**src/rtl/video_fmt_lock_pkg.sv**
```systemverilog
// Shared state encoding for the frame-format lock controller and its downstream consumers.
package video_fmt_lock_pkg;

  localparam int unsigned STATE_W = 3;

  typedef enum logic [STATE_W-1:0] {
    ST_IDLE    = 3'd0,
    ST_SEARCH  = 3'd1,
    ST_MEASURE = 3'd2,
    ST_VERIFY  = 3'd3,
    ST_LOCKED  = 3'd4
  } fmt_state_e;

endpackage

```
**src/rtl/video_fmt_lock_de_run_meter.sv**
```systemverilog
// Per-frame DE statistics: line count, reference run width, consistency and saturation.
// Frame results are combinational and meaningful in the i_vclr cycle.
module video_fmt_lock_de_run_meter #(
  parameter int unsigned P_HCNT = 11,
  parameter int unsigned P_VCNT = 11
) (
  input  logic              i_clk,
  input  logic              i_xres,
  input  logic              i_de,
  input  logic              i_vclr,
  output logic [P_HCNT-1:0] o_width_c,
  output logic [P_VCNT-1:0] o_height_c,
  output logic              o_valid_c
);

  localparam logic [P_HCNT-1:0] RUN_MAX  = '1;
  localparam logic [P_VCNT-1:0] LINE_MAX = '1;

  logic              de_q, de_d;
  logic [P_HCNT-1:0] run_q, run_d;
  logic [P_HCNT-1:0] ref_q, ref_d;
  logic              first_q, first_d;
  logic [P_VCNT-1:0] line_q, line_d;
  logic              bad_q, bad_d;
  logic              discard_q, discard_d;

  logic rise, fall, open_run, close_run, mismatch;

  always_comb begin
    rise      = i_de & ~de_q;
    fall      = ~i_de & de_q;
    open_run  = i_de & de_q;
    // A run that straddled the previous i_vclr is ignored when it closes.
    close_run = fall & ~discard_q;
    mismatch  = close_run & ~first_q & (run_q != ref_q);

    o_width_c  = (close_run & first_q) ? run_q : ref_q;
    o_height_c = line_q;
    o_valid_c  = (line_q != '0) & ~(bad_q | mismatch) & ~open_run;
  end

  always_comb begin
    de_d      = i_de;
    run_d     = run_q;
    ref_d     = ref_q;
    first_d   = first_q;
    line_d    = line_q;
    bad_d     = bad_q;
    discard_d = discard_q;

    if (rise) begin
      run_d = P_HCNT'(1);
    end else if (i_de) begin
      run_d = (run_q == RUN_MAX) ? run_q : run_q + P_HCNT'(1);
    end else begin
      run_d = '0;
    end

    if (rise) begin
      line_d = (line_q == LINE_MAX) ? line_q : line_q + P_VCNT'(1);
    end

    if (close_run) begin
      if (first_q) begin
        ref_d   = run_q;
        first_d = 1'b0;
      end else if (mismatch) begin
        bad_d = 1'b1;
      end
    end
    if (fall) begin
      discard_d = 1'b0;
    end

    if ((i_de & ~discard_q & (run_d == RUN_MAX)) | (line_d == LINE_MAX)) begin
      bad_d = 1'b1;
    end

    // Restart for the new frame; a rise in this cycle is its first line.
    if (i_vclr) begin
      line_d    = rise ? P_VCNT'(1) : '0;
      ref_d     = '0;
      first_d   = 1'b1;
      bad_d     = 1'b0;
      discard_d = open_run;
    end
  end

  always_ff @(posedge i_clk or negedge i_xres) begin
    if (!i_xres) begin
      de_q      <= 1'b0;
      run_q     <= '0;
      ref_q     <= '0;
      first_q   <= 1'b1;
      line_q    <= '0;
      bad_q     <= 1'b0;
      discard_q <= 1'b0;
    end else begin
      de_q      <= de_d;
      run_q     <= run_d;
      ref_q     <= ref_d;
      first_q   <= first_d;
      line_q    <= line_d;
      bad_q     <= bad_d;
      discard_q <= discard_d;
    end
  end

endmodule

```
**src/rtl/video_fmt_lock.sv**
```systemverilog
// Frame-format lock controller: locks after P_LOCK_FRAMES consecutive identical valid frames.
module video_fmt_lock
  import video_fmt_lock_pkg::*;
#(
  parameter int unsigned P_HCNT        = 11,
  parameter int unsigned P_VCNT        = 11,
  parameter int unsigned P_LOCK_FRAMES = 3,
  parameter int unsigned P_TO_BITS     = 24
) (
  input  logic               i_clk,
  input  logic               i_xres,
  input  logic               i_en,
  input  logic               i_de,
  input  logic               i_vclr,
  output logic               o_lock,
  output logic [P_HCNT-1:0]  o_width,
  output logic [P_VCNT-1:0]  o_height,
  output logic               o_chg,
  output logic [STATE_W-1:0] o_state
);

  localparam int unsigned    MATCH_W = 4;
  localparam logic [MATCH_W-1:0] LOCK_N = MATCH_W'(P_LOCK_FRAMES);
  localparam logic [P_TO_BITS-1:0] TO_MAX = '1;

  logic [P_HCNT-1:0] frm_width_c;
  logic [P_VCNT-1:0] frm_height_c;
  logic              frm_valid_c;

  video_fmt_lock_de_run_meter #(
    .P_HCNT (P_HCNT),
    .P_VCNT (P_VCNT)
  ) u_meter (
    .i_clk      (i_clk),
    .i_xres     (i_xres),
    .i_de       (i_de),
    .i_vclr     (i_vclr),
    .o_width_c  (frm_width_c),
    .o_height_c (frm_height_c),
    .o_valid_c  (frm_valid_c)
  );

  fmt_state_e          state_q, state_d;
  logic [MATCH_W-1:0]  match_q, match_d;
  logic [P_HCNT-1:0]   cand_w_q, cand_w_d;
  logic [P_VCNT-1:0]   cand_h_q, cand_h_d;
  logic [P_HCNT-1:0]   width_q, width_d;
  logic [P_VCNT-1:0]   height_q, height_d;
  logic                lock_q, lock_d;
  logic                chg_q, chg_d;
  logic [P_TO_BITS-1:0] to_q, to_d;

  logic timeout, same, take_cand, load_out;

  always_comb begin
    state_d   = state_q;
    match_d   = match_q;
    cand_w_d  = cand_w_q;
    cand_h_d  = cand_h_q;
    width_d   = width_q;
    height_d  = height_q;
    take_cand = 1'b0;
    load_out  = 1'b0;

    // Counts cycles since the last i_vclr, the i_vclr cycle itself being zero.
    to_d    = i_vclr ? P_TO_BITS'(1) : to_q + P_TO_BITS'(1);
    timeout = (to_q == TO_MAX) & ~i_vclr;
    same    = (frm_width_c == cand_w_q) & (frm_height_c == cand_h_q);

    if (!i_en) begin
      state_d = ST_IDLE;
      match_d = '0;
      to_d    = '0;
    end else begin
      unique case (state_q)
        ST_IDLE: begin
          to_d    = '0;
          state_d = ST_SEARCH;
        end
        ST_SEARCH: begin
          if (i_vclr) state_d = ST_MEASURE;
        end
        ST_MEASURE: begin
          if (i_vclr) begin
            if (frm_valid_c) take_cand = 1'b1;
          end else if (timeout) begin
            state_d = ST_SEARCH;
          end
        end
        ST_VERIFY: begin
          if (i_vclr) begin
            if (frm_valid_c && same) begin
              match_d = match_q + MATCH_W'(1);
              if (match_d == LOCK_N) begin
                state_d  = ST_LOCKED;
                load_out = 1'b1;
              end
            end else if (frm_valid_c) begin
              take_cand = 1'b1;
            end else begin
              state_d = ST_MEASURE;
              match_d = '0;
            end
          end else if (timeout) begin
            state_d = ST_SEARCH;
            match_d = '0;
          end
        end
        ST_LOCKED: begin
          if (i_vclr) begin
            if (frm_valid_c && !same) begin
              take_cand = 1'b1;
            end else if (!frm_valid_c) begin
              state_d = ST_MEASURE;
              match_d = '0;
            end
          end else if (timeout) begin
            state_d = ST_SEARCH;
            match_d = '0;
          end
        end
        default: state_d = ST_IDLE;
      endcase

      // A fresh candidate counts as the first match; with a lock depth of one it locks at once.
      if (take_cand) begin
        cand_w_d = frm_width_c;
        cand_h_d = frm_height_c;
        match_d  = MATCH_W'(1);
        if (LOCK_N == MATCH_W'(1)) begin
          state_d  = ST_LOCKED;
          load_out = 1'b1;
        end else begin
          state_d = ST_VERIFY;
        end
      end
      if (load_out) begin
        width_d  = frm_width_c;
        height_d = frm_height_c;
      end
    end

    lock_d = (state_d == ST_LOCKED);
    chg_d  = lock_d ^ lock_q;
  end

  always_ff @(posedge i_clk or negedge i_xres) begin
    if (!i_xres) begin
      state_q  <= ST_IDLE;
      match_q  <= '0;
      cand_w_q <= '0;
      cand_h_q <= '0;
      width_q  <= '0;
      height_q <= '0;
      lock_q   <= 1'b0;
      chg_q    <= 1'b0;
      to_q     <= '0;
    end else begin
      state_q  <= state_d;
      match_q  <= match_d;
      cand_w_q <= cand_w_d;
      cand_h_q <= cand_h_d;
      width_q  <= width_d;
      height_q <= height_d;
      lock_q   <= lock_d;
      chg_q    <= chg_d;
      to_q     <= to_d;
    end
  end

  assign o_lock   = lock_q;
  assign o_width  = width_q;
  assign o_height = height_q;
  assign o_chg    = chg_q;
  assign o_state  = state_q;

endmodule

```
**config.mk**
```make
export PLATFORM = sky130hd
export DESIGN_NAME = video_fmt_lock
export DESIGN_NICKNAME = d
export VERILOG_FILES = /design/src/rtl/video_fmt_lock_pkg.sv /design/src/rtl/video_fmt_lock_de_run_meter.sv /design/src/rtl/video_fmt_lock.sv
export SDC_FILE = /design/constraint.sdc
export NUM_CORES = 1
export LEC_CHECK = 0
export ABC_AREA = 1
export CAP_MARGIN = 20
export CORE_UTILIZATION = 59
export CTS_BUF_LIST = sky130_fd_sc_hd__clkbuf_4 sky130_fd_sc_hd__clkbuf_8
export DETAILED_ROUTE_END_ITERATION = 8
export DONT_BUFFER_PORTS = 1
export PLACE_DENSITY_LB_ADDON = 0.2
export SLEW_MARGIN = 20
export SYNTH_ARGS = -nofsm -noshare
export SYNTH_HDL_FRONTEND = slang
export SYNTH_SLANG_ARGS = --single-unit
```
**constraint.sdc**
```tcl
create_clock -name i_clk -period 2.3 [get_ports i_clk]
set_input_delay 0.46 -clock i_clk [delete_from_list [all_inputs] [get_ports i_clk]]
set_output_delay 0.46 -clock i_clk [all_outputs]
set_load 0.01 [all_outputs]
```
==> results.yml, run 1 <==
status:
  status: "finished, violations left"
  violations: "negative hold slack, negative setup slack"
setup_path:
  r2r-start: "u_meter.first_q"
  crit_type: "reg2reg"
  cp.arrival_ns: 2.74
  required_ns: 2.64
  r2r_end: "o_height[10]"
  cp_max_fo: 15
  r2r_slack_ns: -0.09
  r2r_cells: 13
  critPathLaunchType: "register"
  end_kind: "register"
job:
  drv_cap: 0
placed_design:
  hpwl_mm: 11.65
  preCtsSetupSlack_ns: -0.08634
  placed_cell_area_um2: 7051
  gp_congestion: 0.8976
  io_buffers: 0
sta:
  slew_violations: 0
  whs_ns: -0.3045
  finalCritPeriodShare_pct: 104.1
  hold_viol: 114
  rsz0062_at_grt: "yes"
  setup_ws_ns: -0.09448
  setup_viol_count_final: 44
  period_needed_ns: 2.394
  clock_skew_ns: 0.008977
  relSlewSlack_pct: 59.97
  clock.fmax_ghz: 0.4176
  tightest_slew_ns: 0.5998
layout:
  drive_gt1_share_pct: 22.95
  regArea_um2: 2856
  finalInstanceArea_um2: 8021
  multiInputGateArea_um2: 3338
  area_delta_synth_final_pct: 23.19
  n_antenna_cell: 0
  fin_nets: 961
  nFillCells: 731
logic_synthesis:
  yosysTopAreaCell: "dfrtp_1"
  yosys-top-cells-area: "dfrtp_1 (43%), nand2_1 (12%), inv_1 (7.0%), nand3_1 (6.7%), nor2_1 (5.5%)"
  seq_area_frac_synth_pct: 43.83
  yosysUniqueCellTypes: 37
  yosys_warnings: 0
  synth_edf_count: 0
  ys_ff_latch: 114
  netlist_area_um2: 6511
  syn-num-nets: 882
  yosys.area.top_type_share_pct: 43.43
  syn-mean-instance-area_um2: 7.476
  synthFlopType: "dfrtp_1"
  netlist_instances: 871
  async_flop_share_pct: 100.0
power_and_ir_drop:
  total_leakage_power_uw: 0.003883
  powerDensity_nw_per_um2: 666.7
  p_total_uw: 5348
  ir_drop_mv: 0.6360
global_routing:
  grt_pass1_vias: 5661
  overflow: 0
  grt_pass1_wl_mm: 27.04
  antenna_found_initial: 0
  grt_max_degree: 115
  grt_usage_pct: 30.87
floorplanning:
  die_h_um: 107.1
  dieArea_um2: 11460
  start_util_pct: 61.96
  ioPinCount: 32
  core.rowCount: 37
  fp.dieW_um: 107.1
  core_um2: 10510
clocking:
  cts-root-buf: "clkbuf_8"
  clockBufferDepth: 2
  clock_latency_ns: 0.46
  cts_tree: "yes"
  cts-buffers-inserted: 17
  htreeDepth: 4
  cts.sinks: 114
  clk_pin_slew_ns: 0.07
route:
  dr.pass1.iters: 6
  viasPerCell: 5.654
  drt-initial-drc-count: 686
  drt-total-wl_mm: 17.70
  drc: 0
  wl_per_cell_um: 16.10
  dr_total_vias: 6214
  antenna_left: 0
min_path:
  hold_class: "in2async"
-- how the worst max path moves through the flow --
stage	from	end	slack [ns]	cells after the start
after global placement	i_de	cand_w_q[0]	-0.03	15
final	u_meter.first_q	o_height[10]	-0.09	13
after global routing	u_meter.de_q	o_height[10]	-0.23	16
after detailed placement	i_de	match_q[2]	-0.09	15
after floorplan	u_meter.first_q	o_height[5]	0.08	14
after CTS	u_meter.de_q	cand_h_q[10]	-0.002	16
-- per-stage QoR --
stage | hold slack, ns | setup TNS (ns) | instances | util (%)
after floorplan | 0.1644 | 0 | 871 | -
after CTS | -0.3280 | -0.001668 | 1081 | 71.43
after global placement | 0.1685 | -0.08295 | 1046 | 67.09
after global routing | -0.3315 | -8.627 | 1099 | 76.33
final | -0.3045 | -1.830 | 1099 | 76.33
after detailed placement | 0.1675 | -2.069 | 1046 | 67.09
-- cell type report --
type                    count  share of cell area (%)
well taps                 136                   2.121
repair buffers             84                   9.811
inverters                 123                   5.818
clock inverters            10                   1.326
flip-flops and latches    114                   35.61
multi-input cells         610                   41.62
clock buffers              22                   3.697
-- sequential cells by signal, summed over array words and instances (netlist names), 3 cells and up --
| register | flops |
|---|---|
| o_width | 11 |
| o_state | 3 |
| cand_h_q | 11 |
| to_q | 24 |
| u_meter.o_height_c | 11 |
| u_meter.run_q | 11 |
| match_q | 4 |
| u_meter.ref_q | 11 |
| o_height | 11 |
| cand_w_q | 11 |
-- where the power goes --
part / internal [uW] / switching (uW) / leakage [uW]
logic: 419 / 664 / 0.00213
registers: 2200 / 146 / 0.00154
clock network: 1080 / 839 / 0.000212
total: 3700 / 1650 / 0.00388
-- cells in the mapped netlist (all sizes together) (12+ instances only) --
| cell type | count |
|---|---|
| dfrtp | 113 |
| xor2 | 12 |
| nand3 | 89 |
| clkbuf | 13 |
| nand4 | 17 |
| a21oi | 22 |
| o21ai | 70 |
| xnor2 | 15 |
| nand2 | 240 |
| nor2 | 102 |
| inv | 123 |
| nor3 | 23 |
-- layer usage --
metal  routed length [um]  part of all wire (%)  GRT usage [%]
met4                  438                   2.5          12.23
met1                 7557                    43          41.41
met2                 8430                    48          47.60
met5                    0                     0              0
met3                 1273                   7.2          8.267
-- placed cells by master (no fill, tap or decap), types with 8 or more instances in the layout --
cell type / synthesis / final
nor3_1: 23 / 16
a21oi_1: 22 / 22
o21ai_0: 44 / 29
nand4_1: 17 / 17
nor2_2: 0 / 8
nand3_1: 87 / 82
inv_1: 121 / 120
nand2_4: 3 / 26
dfrtp_1: 113 / 111
nand2_1: 215 / 197
nand2_2: 22 / 17
nor2_1: 96 / 88
o21ai_1: 2 / 17
xor2_1: 12 / 12
clkbuf_8: 0 / 21
o21ai_2: 24 / 22
buf_4: 1 / 70
xnor2_1: 15 / 15
-- worst max-delay path: stages, from the launching register on --
cell and delay (ns):
dfstp_2 0.56, buf_4 0.20, nand3_1 0.18, nand3_2 0.12, nand3_1 0.09, nor2_2 0.12, nand2_2 0.08, nor2_4 0.15
nand2_2 0.09, nor2_4 0.12, nand3_4 0.20, clkbuf_16 0.26, nand2_4 0.06, o21ai_2 0.06
-- cell families (layout without fill, tap and decap cells) --
logic type | Yosys count | count (layout) | synth area share [%]
AOI/OAI and AO/OA | 100 | 100 | 9.378
DFF | 114 | 114 | 43.83
and+or+nand+nor | 477 | 477 | 32.74
adders and majority gates | 6 | 6 | 1.153
buffers and inverters | 147 | 239 | 9.262
xor gates and xnor gates | 27 | 27 | 3.632
-- timing repair --
item                       CTS  global route
hold endpoints to repair   114           114
resized for setup            9            88
pin swaps                    2             2
setup endpoints to repair   52            58
cloned                       0             5
setup buffers                3            13
(Power assumes the default switching activity.)
==> run 2, diff against run 1 <==
Settings changed: CORE_UTILIZATION 59 to 55.
==> run 2 against run 1 <==
The run still ends with negative hold slack, negative setup slack left. Critical path depth is 2 higher. Final area is 1.8% lower. Register-to-register slack better by 0.06 ns. Cell count down 1.4%. Non-clock buffer count shrank 23. Clock power up 21%. Count of clock-buffer cells in the layout stayed put. Fmax is 2.4% higher. Clock skew up 0.00090 ns. Sequential power about the same. Critical path type unchanged. Largest power group unchanged. Highest routed layer unchanged.
==> results.yml, run 2 (synthesis gave the netlist of run 1 again) <==
status:
  status: "finished, violations left"
  violations: "negative hold slack, negative setup slack"
sta:
  setup_ws_ns: -0.03804
  tightest_slew_ns: 0.6407
  clock_skew_ns: 0.009879
  hold_viol: 114
  relSlewSlack_pct: 57.24
  whs_ns: -0.2923
  finalSetupTns_ns: -0.2993
  setup_viol_count_final: 12
  clock.fmax_ghz: 0.4277
  finalCritPeriodShare_pct: 101.7
  period_needed_ns: 2.338
  slew_violations: 0
  rsz0062_at_grt: "yes"
floorplanning:
  core.rowCount: 39
  ioPinCount: 32
  die_h_um: 110.8
  core_um2: 11470
  start_util_pct: 56.78
  dieArea_um2: 12280
  fp.dieW_um: 110.8
route:
  drc: 0
  wl_per_cell_um: 15.13
  dr_total_vias: 5916
  antenna_left: 0
  drt-total-wl_mm: 16.40
  dr.pass1.iters: 5
  viasPerCell: 5.458
  drt-initial-drc-count: 541
global_routing:
  grt_pass1_wl_mm: 26.53
  gr-usage-met2_pct: 43.64
  grt_max_degree: 115
  top_usage_layer: "met2"
  met1_usage_pct: 35.95
  overflow: 0
  use_met3_pct: 7.436
  grt_pass1_vias: 5656
  antenna_found_initial: 0
  grt_usage_pct: 27.17
clocking:
  clockBufferDepth: 2
  clk_pin_slew_ns: 0.07
  cts.sinks: 114
  cts_tree: "yes"
  clock_latency_ns: 0.45
  cts-root-buf: "clkbuf_8"
  htreeDepth: 4
  cts-buffers-inserted: 17
setup_path:
  end_kind: "register"
  cp.arrival_ns: 2.68
  crit_type: "reg2reg"
  r2r-start: "u_meter.first_q"
  critPathLaunchType: "register"
  r2r_slack_ns: -0.04
  required_ns: 2.64
  r2r_cells: 15
  cp_max_fo: 24
  r2r_end: "o_width[4]"
placed_design:
  placed_cell_area_um2: 6982
  dp.cells: 1041
  gp_congestion: 0.9095
  io_buffers: 0
  hpwl_mm: 11.45
layout:
  final_common_cell: "nand2_1"
  n_antenna_cell: 0
  fin_cells: 1084
  largest_reg_flops: 24
  layout_common_cells: "nand2_1 (197), inv_1 (117), dfrtp_1 (111)"
  drive_gt1_share_pct: 22.21
  area_delta_synth_final_pct: 21.02
  finalInstanceArea_um2: 7880
  regMostFlops: "to_q"
  fin_nets: 939
power_and_ir_drop:
  ir_drop_mv: 0.9462
  powerDensity_nw_per_um2: 728.2
  total_leakage_power_uw: 0.003780
min_path:
  hold_class: "in2async"
job:
  drv_cap: 0
[run 2: what timing repair did]
action	CTS	global route
setup endpoints to repair	28	60
pin swaps	0	10
endpoints found under the hold margin	114	114
buffers inserted	0	6
cloned	0	5
gates resized for setup	6	77
[run 2: metal layers]
metal / vias up / part of all wire [%]
met5: - / 0
met3: 36 / 5.7
li1: 2880 / -
met4: 0 / 2.1
met1: 2828 / 44
met2: 172 / 48
[run 2: layout make-up]
class | instances | area (um^2)
Fill cell | 925 | 3587
Multi-Input combinational cell | 611 | 3322
Sequential cell | 114 | 2856
Timing Repair Buffer | 61 | 563.0
Inverter | 123 | 466.7
Clock buffer | 22 | 290.3
Clock inverter | 10 | 202.7
Tap cell | 143 | 178.9
[run 2: how the worst max path moves through the flow]
stage	start	endpoint	slack (ns)	cells after the start
2_1_floorplan	u_meter.first_q	o_height[5]	0.08	14
3_3_place_gp	i_de	cand_w_q[9]	-0.02	14
3_5_place_dp	i_de	match_q[0]	-0.08	14
4_1_cts	u_meter.run_q[5]	cand_h_q[0]	0.01	12
5_1_grt	u_meter.first_q	o_width[4]	-0.14	15
6_report	u_meter.first_q	o_width[4]	-0.04	15
[run 2: through the flow]
step	utilization, %	setup slack [ns]	power, uW
6_report	68.72	-0.03804	5738
5_1_grt	68.72	-0.1358	5996
4_1_cts	65.40	0.01058	5610
3_5_place_dp	60.88	-0.08158	3273
3_3_place_gp	60.88	-0.01970	3237
2_1_floorplan	-	0.07876	3013
[run 2: power breakdown]
| part | switching (uW) | total, uW | leakage (uW) | internal (uW) |
|---|---|---|---|---|
| Combinational | 672 | 1080 | 0.00199 | 409 |
| Clock | 819 | 2320 | 0.000250 | 1500 |
| Sequential | 133 | 2330 | 0.00154 | 2200 |
| Total | 1620 | 5740 | 0.00378 | 4110 |
[run 2: worst max-delay path, stage by stage (launching register included)]
cell and delay, ns:
dfstp_2 0.62, nand3_4 0.14, buf_6 0.17, nand2_2 0.05, o21ai_2 0.06, nand2_1 0.09, nand2_2 0.07, nor2_4 0.09
nand2_2 0.07, nor2_4 0.11, nand2_2 0.08, nor2_4 0.12, nand3_4 0.17, buf_12 0.23, nand2_2 0.08, o21ai_2 0.05
